### src/rtl/dmem_arbiter.sv
// Data-RAM port arbiter between the CPU MEM stage and a DMA requester.
// CPU has default priority; DMA is forced in after MAX_WAIT starved cycles and bursts at most BURST beats.
module dmem_arbiter #(
  parameter int unsigned MAX_WAIT = 8,
  parameter int unsigned BURST    = 4
) (
  input  logic        clk,
  input  logic        reset,
  input  logic        cpu_req,
  input  logic        cpu_wr,
  input  logic [31:0] cpu_addr,
  input  logic [31:0] cpu_wdata,
  output logic [31:0] cpu_rdata,
  output logic        cpu_stall,
  input  logic        dma_req,
  input  logic        dma_wr,
  input  logic [31:0] dma_addr,
  input  logic [31:0] dma_wdata,
  output logic        dma_ack,
  output logic [31:0] dma_rdata,
  output logic        mem_rd,
  output logic        mem_wr,
  output logic [31:0] mem_addr,
  output logic [31:0] mem_wdata,
  input  logic [31:0] mem_rdata
);

  localparam int unsigned WW = $clog2(MAX_WAIT) + 1;
  localparam int unsigned BW = $clog2(BURST) + 1;

  typedef enum logic {OWN_CPU = 1'b0, OWN_DMA = 1'b1} owner_t;

  owner_t        r_owner;
  logic [WW-1:0] r_wait_cnt;
  logic [BW-1:0] r_beat_cnt;

  logic w_dma_own;
  logic w_wait_lim;
  logic w_beat_lim;
  logic w_to_dma;
  logic w_to_cpu;

  assign w_dma_own  = (r_owner == OWN_DMA);
  assign w_wait_lim = (r_wait_cnt == WW'(MAX_WAIT - 1));
  assign w_beat_lim = (r_beat_cnt == BW'(BURST - 1));
  assign w_to_dma   = !w_dma_own && dma_req && (!cpu_req || w_wait_lim);
  // The beat in flight always completes; the CPU takes the port on the next edge.
  assign w_to_cpu   = w_dma_own && (!dma_req || cpu_req || w_beat_lim);

  always_ff @(posedge clk) begin
    if (reset) begin
      r_owner    <= OWN_CPU;
      r_wait_cnt <= '0;
      r_beat_cnt <= '0;
    end else begin
      case (r_owner)
        OWN_CPU: begin
          r_beat_cnt <= '0;
          if (w_to_dma) begin
            r_owner    <= OWN_DMA;
            r_wait_cnt <= '0;
          end else if (dma_req && cpu_req) begin
            if (!w_wait_lim) r_wait_cnt <= r_wait_cnt + WW'(1);
          end else begin
            r_wait_cnt <= '0;
          end
        end
        OWN_DMA: begin
          r_wait_cnt <= '0;
          if (w_to_cpu) begin
            r_owner    <= OWN_CPU;
            r_beat_cnt <= '0;
          end else if (dma_req && !w_beat_lim) begin
            r_beat_cnt <= r_beat_cnt + BW'(1);
          end
        end
        default: r_owner <= OWN_CPU;
      endcase
    end
  end

  // Strobes and handshakes are suppressed during reset so an in-flight beat is aborted.
  always_comb begin
    mem_addr  = w_dma_own ? dma_addr  : cpu_addr;
    mem_wdata = w_dma_own ? dma_wdata : cpu_wdata;
    mem_rd    = 1'b0;
    mem_wr    = 1'b0;
    dma_ack   = 1'b0;
    cpu_stall = 1'b0;
    if (!reset) begin
      if (w_dma_own) begin
        mem_rd    = dma_req && !dma_wr;
        mem_wr    = dma_req && dma_wr;
        dma_ack   = dma_req;
        cpu_stall = cpu_req;
      end else begin
        mem_rd = cpu_req && !cpu_wr;
        mem_wr = cpu_req && cpu_wr;
      end
    end
  end

  assign cpu_rdata = mem_rdata;
  assign dma_rdata = mem_rdata;

endmodule

### config.mk
export PLATFORM = sky130hd
export DESIGN_NAME = dmem_arbiter
export DESIGN_NICKNAME = d
export VERILOG_FILES = /design/src/rtl/dmem_arbiter.sv
export SDC_FILE = /design/constraint.sdc
export NUM_CORES = 1
export LEC_CHECK = 0
export ABC_AREA = 1
export BUFFER_PORTS_ARGS = -buffer_cell sky130_fd_sc_hd__buf_2
export CAP_MARGIN = 10
export CORE_AREA = 2 2 114 116
export DETAILED_ROUTE_END_ITERATION = 10
export DIE_AREA = 0 0 116 118
export PLACE_DENSITY = 0.5
export RECOVER_POWER = 100
export REMOVE_ABC_BUFFERS = 1
export SLEW_MARGIN = 20
export SYNTH_ARGS = -nofsm -noshare
export SYNTH_HDL_FRONTEND = slang
export SYNTH_SLANG_ARGS = --single-unit
### constraint.sdc
create_clock -name clk -period 1.43 [get_ports clk]
set_input_delay 0.286 -clock clk [delete_from_list [all_inputs] [get_ports clk]]
set_output_delay 0.286 -clock clk [all_outputs]
set_load 0.03 [all_outputs]
==> impl_metrics.csv <==
group,metric,value,unit
floorplanning,io_pins,298,
clock_network,clk_latency,0.23,ns
power,peakVddDrop,375,µV
final_layout,ff_latch_area,164,µm²
run_status,outcome,"finished with violations",
sta,max_freq,671,MHz
synthesis,avgSynthCellArea,5.33,µm²
placed_design,gp_congestion,0.886,
floorplanning,dieWidth,116,µm
clock_network,clkTransAtPathRegs,0.04,ns
global_route,grt_max_degree,36,
synthesis,synth-seq-cells,8,
clock_network,cts_hold_repair.buffers,0,
routing,viasPerCell,3.83,
sta,hold_viol_final,0,
placed_design,dpl_worst_slack,0.0600,ns
final_layout,n_fill_cell,1413,
floorplanning,fp.dieH,118,µm
final_layout,area_growth,74.3,%
sta,finClkSkew,0.00106,ns
global_route,overflow,0,
routing,dr.pass1.iters,5,
routing,ant_nets,0,
routing,vias,2392,
power,clkPwrFrac,25.3,%
floorplanning,core_area,0.0124,mm²
synthesis,synthArstFlopShare,0,%
power,power_density,626,mW/mm²
sta,rsz0062_at_grt,"true",
final_layout,multi_input_area,921,µm²
sta,slew_violations,0,
placed_design,io_buffers,201,
routing,drc,0,
floorplanning,dieArea,0.0137,mm²
power,switching_share,40.7,%
routing,wire_per_inst,19.1,µm
clock_network,cts_setup_buffers,0,
clock_network,cts.sinks,8,
worst_setup_path,crit_type,"reg -> out",
synthesis,ys_types,16,
worst_setup_path,crit_required,1.14,ns
run_status,violations,"setup timing",
global_route,grt_antenna_before_repair,0,
synthesis,synth_edf_count,0,
final_layout,nNetsFinal,623,
synthesis,netlist_instances,320,
clock_network,tritoncts,"built",
routing,wirelength,11900,µm
clock_network,cts_htree_levels,1,
routing,drtIter0Drc,114,
synthesis,seq_area_frac_synth,9.39,%
power,p_int,0.00110,W
synthesis,netlist_top_cells_count,"nand2_1 (201), buf_4 (65), nor2_1 (13)",
synthesis,synth_most_common_cell,"nand2_1",
final_layout,diodes,0,
global_route,grt_pass1_wl,15800,µm
power,p_seq_share,12.5,%
sta,min_period,1.49,ns
clock_network,cts_buffers,3,
sta,relSlewSlack,88.4,%
synthesis,yosys_warnings,0,
sta,finalHoldWorstSlack,0.325,ns
sta,worstMarginPinSlew,0.174,ns
synthesis,synth_top_area_share,44.2,%
power,switching_power,0.000757,W
synthesis,synthFlopType,"dfxtp_1",
flow_run,maxCapViolCount,0,
global_route,grt_pass1_vias,2369,
worst_setup_path,cp-end-kind,"output pin",
synthesis,synth.area.top_cells,"nand2_1 (44%), buf_4 (29%), dfxtp_1 (9.4%)",
sta,setup_viol,56,
clock_network,cts_buffer_depth,2,
power,pwr-share-comb,62.2,%
hold_path,hp-class,"in -> reg",
worst_setup_path,cp.arrival,1.20,ns
final_layout,drive_gt1_share,49.3,%
floorplanning,num_rows,41,
sta,finalSetupTns,-0.917,ns
worst_setup_path,worst_setup_path_start_kind,"flop",
floorplanning,start_util,13.7,%
final_layout,final_core_util,23.9,%
power,p_leak,1.76,nW
global_route,grt_use_total,16.4,%
placed_design,dp_hpwl,9860,µm
synthesis,netlist_area,0.00171,mm²
clock_network,cts_root_buf,"clkbuf_16",
synthesis,yosys.area.top_type,"nand2_1",
worst_setup_path,cp_max_fo,4,
sta,timing.final.crit_share,104,%
sta,timing.final.ws_setup,-0.0592,ns
power by group through the flow:
stage | logic [W] | clock network [W] | registers, W
final | 0.00116 | 0.000470 | 0.000232
after CTS | 0.00116 | 0.000481 | 0.000232
after floorplan | 0.000489 | 0 | 0.000248
after global placement | 0.000907 | 0 | 0.000234
after detailed placement | 0.000906 | 0 | 0.000234
after global routing | 0.00124 | 0.000496 | 0.000232
cell type report:
class	count	area share (%)
Tap cell	172	7.24
Inverter	9	1.39
Clock buffer	3	2.53
Multi-Input combinational cell	225	31.0
Sequential cell	8	5.51
Timing Repair Buffer	207	52.4
flip-flops by register name, indices dropped and copies added (netlist names):
register	count
r_wait_cnt	4
r_beat_cnt	3
r_owner	1
cells by family after synthesis:
group | count (synthesis) | synth area share [%]
simple gates | 218 | 48.3
buf+inv | 87 | 38.6
flops | 8 | 9.39
compound gates | 3 | 0.953
fa+ha+maj | 3 | 2.20
xor+xnor | 1 | 0.514
worst paths after layout:
kind	startpoint	to	slack [ns]	depth (start not counted)
setup / recovery	r_owner$_SDFF_PP0_	mem_wr	-0.06	5
hold / removal	reset	r_owner$_SDFF_PP0_	0.32	4
setup reg to reg	r_wait_cnt[0]$_SDFFE_PP0P_	r_wait_cnt[0]$_SDFFE_PP0P_	0.34	6
hold reg to reg	r_beat_cnt[0]$_SDFFE_PP0P_	r_beat_cnt[0]$_SDFFE_PP0P_	0.43	1
stage by stage:
step                      std cells  instance area, µm²  power, W
final                           624                2970   0.00186
after global routing            624                2970   0.00197
after CTS                       624                2950   0.00187
after detailed placement        619                2370   0.00114
after global placement          619                2370   0.00114
after floorplan                 242                1080  0.000737
placed cells by master (no fill, tap or decap), drive strengths merged:
cell type / instances
buf: 207
clkbuf: 3
dfxtp: 8
ha: 3
inv: 9
nand2: 201
nand3: 3
nand4: 1
nor2: 13
o21ai: 2
o22ai: 1
xnor2: 1
worst max-delay path, cell delays in order (launching register included):
cell and delay, ns:
dfxtp_4 0.41, nand3_1 0.15, inv_2 0.10, nand2_1 0.05
o21ai_1 0.08, buf_4 0.18
metal layers:
layer	share of wire (%)	global-route usage, %	vias to the layer above
met3	18	11.8	8
met5	0.60	5.49	-
met1	37	18.2	1022
met2	44	25.7	204
li1	-	-	1156
met4	0.34	2.01	2
repair_timing:
item,CTS,global route
gates cloned,2,0
pin swaps,1,0
resized for setup,146,8
hold endpoints to repair,0,0
setup endpoints to repair,67,67
No activity file was read; power rests on OpenSTA's default activity.
